`src/rtl/stage_fetch0.sv`:
```
// First fetch stage: owns the fetch PC, drives the synchronous imem address and
// predicts taken branches with a direct-mapped BTB holding 2-bit saturating counters.
module stage_fetch0 #(
    parameter logic [31:0] RESET_PC    = 32'h0000_0000,
    parameter int          BTB_ENTRIES = 16
) (
    input  logic        clk,
    input  logic        rst,
    input  logic        stall,
    input  logic        redirectValid,
    input  logic [31:0] redirectPc,
    input  logic        bUpdateValid,
    input  logic [31:0] bUpdatePc,
    input  logic        bUpdateTaken,
    input  logic [31:0] bUpdateTarget,
    output logic [31:0] imemAddr,
    output logic [31:0] pcF0,
    output logic [31:0] pcPlus4F0,
    output logic        bPredictedTakenF
);

    localparam int IDX_W = $clog2(BTB_ENTRIES);
    localparam int TAG_W = 32 - IDX_W - 2;

    logic [31:0]      r_pc;
    logic             r_valid  [BTB_ENTRIES];
    logic [TAG_W-1:0] r_tag    [BTB_ENTRIES];
    logic [31:0]      r_target [BTB_ENTRIES];
    logic [1:0]       r_ctr    [BTB_ENTRIES];

    logic [IDX_W-1:0] w_lookIdx;
    logic [TAG_W-1:0] w_lookTag;
    logic             w_lookHit;
    logic             w_predTaken;
    logic [31:0]      w_pcPlus4;
    logic [31:0]      w_nextPc;
    logic [IDX_W-1:0] w_updIdx;
    logic [TAG_W-1:0] w_updTag;
    logic             w_updHit;
    logic [1:0]       w_updCtr;

    assign w_pcPlus4   = r_pc + 32'd4;
    assign w_lookIdx   = r_pc[IDX_W+1:2];
    assign w_lookTag   = r_pc[31:IDX_W+2];
    assign w_lookHit   = r_valid[w_lookIdx] && (r_tag[w_lookIdx] == w_lookTag);
    assign w_predTaken = w_lookHit && r_ctr[w_lookIdx][1];

    assign imemAddr         = r_pc;
    assign pcF0             = r_pc;
    assign pcPlus4F0        = w_pcPlus4;
    assign bPredictedTakenF = w_predTaken;

    assign w_updIdx = bUpdatePc[IDX_W+1:2];
    assign w_updTag = bUpdatePc[31:IDX_W+2];
    assign w_updHit = r_valid[w_updIdx] && (r_tag[w_updIdx] == w_updTag);

    // Redirect beats stall; a prediction only steers an un-stalled fetch.
    always_comb begin
        w_nextPc = w_pcPlus4;
        if (redirectValid) begin
            w_nextPc = redirectPc;
        end else if (stall) begin
            w_nextPc = r_pc;
        end else if (w_predTaken) begin
            w_nextPc = r_target[w_lookIdx];
        end
    end

    always_comb begin
        w_updCtr = r_ctr[w_updIdx];
        if (bUpdateTaken) begin
            if (r_ctr[w_updIdx] != 2'b11) begin
                w_updCtr = r_ctr[w_updIdx] + 2'd1;
            end
        end else begin
            if (r_ctr[w_updIdx] != 2'b00) begin
                w_updCtr = r_ctr[w_updIdx] - 2'd1;
            end
        end
    end

    // A taken miss overwrites whatever entry aliases to the same index.
    always_ff @(posedge clk) begin
        if (rst) begin
            r_pc <= RESET_PC;
            for (int i = 0; i < BTB_ENTRIES; i++) begin
                r_valid[i] <= 1'b0;
                r_ctr[i]   <= 2'b01;
            end
        end else begin
            r_pc <= w_nextPc;
            if (bUpdateValid) begin
                if (w_updHit) begin
                    r_ctr[w_updIdx] <= w_updCtr;
                    if (bUpdateTaken) begin
                        r_target[w_updIdx] <= bUpdateTarget;
                    end
                end else if (bUpdateTaken) begin
                    r_valid[w_updIdx]  <= 1'b1;
                    r_tag[w_updIdx]    <= w_updTag;
                    r_target[w_updIdx] <= bUpdateTarget;
                    r_ctr[w_updIdx]    <= 2'b10;
                end
            end
        end
    end

endmodule

```
`config.mk`:
```
export PLATFORM = sky130hd
export DESIGN_NAME = stage_fetch0
export DESIGN_NICKNAME = d
export VERILOG_FILES = /design/src/rtl/stage_fetch0.sv
export SDC_FILE = /design/constraint.sdc
export NUM_CORES = 1
export LEC_CHECK = 0
export BUFFER_PORTS_ARGS = -buffer_cell sky130_fd_sc_hd__buf_2
export CAP_MARGIN = 0
export CORE_ASPECT_RATIO = 0.75
export CORE_MARGIN = 4
export CORE_UTILIZATION = 28
export CTS_CLUSTER_DIAMETER = 80
export DETAILED_ROUTE_END_ITERATION = 10
export REMOVE_ABC_BUFFERS = 1
export SLEW_MARGIN = 25
export SYNTH_ARGS = -nofsm -noshare
export SYNTH_HDL_FRONTEND = slang
export SYNTH_SLANG_ARGS = --single-unit
```
`constraint.sdc`:
```
create_clock -name clk -period 8.8 [get_ports clk]
set_clock_uncertainty 0.05 [all_clocks]
set_input_delay 0.44 -clock clk [delete_from_list [all_inputs] [get_ports clk]]
set_output_delay 0.44 -clock clk [all_outputs]
set_load 0.02 [all_outputs]
```
==> impl_metrics.ini <==
[outcome]
run_status = finished clean

[detailed_routing]
drt-pass1-iter-count = 7
num_vias = 25200
viasPerCell = 5.29
routedWlPerCell_um = 27.0
routed_wl_um = 129000
drc = 0
drt-initial-drc-count = 3254
ant_nets = 0

[sta]
finalCritPeriodShare_pct = 62.5
grt_setup_unrepaired = no
drv_slew = 0
max_freq_ghz = 0.182
max_slew_margin_pct = 25.5
layout_min_cycle_time_ns = 5.50
setup_viol_count_final = 0
finalSetupTns_ns = 0
holdWs_ns = 0.0462
finalHoldViolCount = 0
worstMarginPinSlew_ns = 1.12

[logic_synthesis]
syn-instance-count = 2365
avgSynthCellArea_um2 = 19.0
ys_seq_area_share_pct = 66.3
synth.most_common_cell = edfxtp_1
synth.distinct_cells = 85
yosys-top-cells-area = edfxtp_1 (64%), mux4_2 (19%), dfxtp_1 (2.3%)
synth-seq-cells = 1012
synth_top_area_share_pct = 64.0
yosysTopAreaCell = edfxtp_1
ys.warnings.count = 0
synth_edf_count = 960
synthArstFlopShare_pct = 0
yosys-top-cells-count = edfxtp_1 (960), mux4_2 (387), clkbuf_1 (97)
synth_area_um2 = 45000
synth_flop_cell = edfxtp_1

[pwr]
power_density_nw_per_um2 = 205
peakVddDrop_uv = 148
p_leak_nw = 16.1

[placed_design]
port_buffers = 196
postPlaceCellArea_um2 = 48400
dp_hpwl_um = 76100
place_inst = 4544
gp_congestion = 0.804

[global_routing]
grt_max_degree = 79
first_global_vias = 24700
grt-ovfl-total = 0
grt_pass1_wl_um = 183000
grt_util_all_layers_pct = 14.9
grt_antenna_before_repair = 28

[critical_path]
crit_buf_inv = 2
path_cells = buf_4 -> mux4_2 -> a22o_1 -> a221oi_2 -> xnor2_1 -> or4_1 -> or4_4 -> nor3_1 -> buf_2
reg2reg_slack_ns = 3.37
cp.required_ns = 8.31
cpPeakStageDelay_ns = 0.75
arrival_ns = 5.01
worstSetupEndpointType = output pin
crit_slowest_cell = buf_4
cpLargestDelayFamily = simple AND/OR/NAND/NOR gates
r2r_cells = 10
path_max_fanout = 52
startpoint_type = flop
criticalPathCategory = reg2out

[floorplanning]
placeableCoreArea_um2 = 160000
rows = 127
ioPinCount = 199
fp.dieArea_um2 = 167000
die_w_um = 471
die_h_um = 355
start_util_pct = 28.2

[finish]
post_layout_nonfiller_instances = 4760
drive_above_1_share_pct = 32.9
syn_to_final_growth_pct = 15.3
final_util_pct = 32.5
nets = 2648
multi_input_area_um2 = 14100
seq_area_um2 = 29900
design_area_um2 = 51900
fillerInstances = 15200

[hold_path]
holdPathStages = 1
hp-class = in2reg
holdCritStartpoint = bUpdateTarget[6]
min_to = r_target[9][6]$_DFFE_PP_

[clocking]
cts_tree = built
htreeDepth = 3
clkLatencyLatePin_ns = 0.72
ctsLongestPathBuffers = 3
cts.clk_slew.worst_paths_ns = 0.07
cts_root_buf = clkbuf_16
cts_buffers = 96
cts_sinks = 1012

[job]
maxCapViolCount = 0
-- cell families after synthesis --
group,after synthesis,share of synthesized area (%)
fa+ha+maj,1,0.0278
buf+inv,245,2.89
simple gates,373,4.61
flops,1012,66.3
mux,447,21.1
xor+xnor,68,1.32
compound gates,219,3.73
-- layout make-up --
cell class | instances | share of cell area, %
diodes | 7 | 0.0337
multi-input cells | 1108 | 27.2
clock buffers | 119 | 4.95
well taps | 2128 | 5.13
repair buffers | 294 | 3.60
clock inverters | 59 | 1.30
flip-flops and latches | 1012 | 57.5
inverters | 33 | 0.243
-- worst register-to-register path, delay by kind of cell, from the launching register on --
| family | cells | cell delay (ns) |
|---|---|---|
| simple gates | 4 | 1.08 |
| buf+inv | 2 | 1.11 |
| compound gates | 3 | 1.93 |
| flops | 1 | 0.69 |
| mux | 1 | 0.41 |
-- metal layers --
layer / part of all wire (%) / vias to the layer above / track usage [%]
met3: 8.0 / 209 / 2.84
met1: 42 / 13400 / 21.1
li1: - / 10400 / -
met2: 47 / 1207 / 23.4
met4: 3.1 / 2 / 4.46
met5: 0.010 / - / 0
-- worst max-delay path by stage --
stage                 start                        end  slack, ns  cells past startpoint
2_1_floorplan          flop           bPredictedTakenF      -4.72                      7
3_3_place_gp   bUpdatePc[2]  r_ctr[2][1]$_SDFFCE_PN0P_       2.93                     10
4_1_cts                flop           bPredictedTakenF       2.96                      9
3_5_place_dp   bUpdatePc[2]  r_ctr[4][0]$_SDFFCE_PN1P_       2.88                     10
6_report               flop           bPredictedTakenF       3.30                      9
5_1_grt                flop           bPredictedTakenF       3.05                      9
-- power breakdown --
part           internal (mW)  leakage [nW]  total [mW]  switching, mW
combinational          0.424          5.41        1.01          0.586
clock                   2.37          1.58        4.25           1.88
sequential              5.31          9.07        5.38         0.0694
-- stage by stage --
stage / worst slack (ns) / power (mW)
final: 3.30 / 10.6
after global routing: 3.05 / 11.0
after CTS: 2.96 / 10.7
after detailed placement: 2.88 / 6.48
after global placement: 2.93 / 6.48
after floorplan: -4.72 / 6.17
-- timing repair --
| item | CTS | global route |
|---|---|---|
| endpoints found under the hold margin | 36 | 0 |
| buffers inserted | 0 | 0 |
| hold buffers | 31 | 0 |
| gates resized for setup | 0 | 0 |
-- state kept, by name, indices dropped and copies added, names as in the netlist, named ones only --
register and cells:
r_target 512, r_tag 416, imemAddr 32, r_ctr 32
r_valid 16
-- cells in the final DEF, fill, tap and decap left out, types with 9 or more instances in the layout --
cell / Yosys / routed
clkinv_1: 1 / 12
nand3_1: 41 / 41
a22oi_1: 17 / 17
dlygate4sd3_1: 0 / 31
inv_1: 31 / 30
clkinv_2: 0 / 24
nand2_1: 66 / 66
o22ai_1: 19 / 19
nor2b_1: 12 / 10
a221oi_1: 15 / 15
mux4_2: 387 / 387
nand4_1: 40 / 40
a21o_1: 17 / 17
xor2_1: 10 / 10
mux2i_1: 44 / 44
a311oi_1: 21 / 21
nor2_4: 0 / 32
dfxtp_1: 52 / 48
nor2_1: 84 / 51
buf_2: 41 / 194
nor3_1: 15 / 15
edfxtp_1: 960 / 960
xnor2_1: 58 / 57
clkbuf_16: 0 / 97
o31ai_1: 23 / 23
mux4_1: 11 / 11
clkbuf_1: 97 / 16
nor4_1: 11 / 11
and2_1: 9 / 9
o21ai_0: 31 / 31
and3_1: 13 / 13
bufinv_16: 0 / 9
and4_1: 30 / 28
nand2b_1: 11 / 11
buf_4: 49 / 62
No activity file was read; power rests on OpenSTA's default activity.
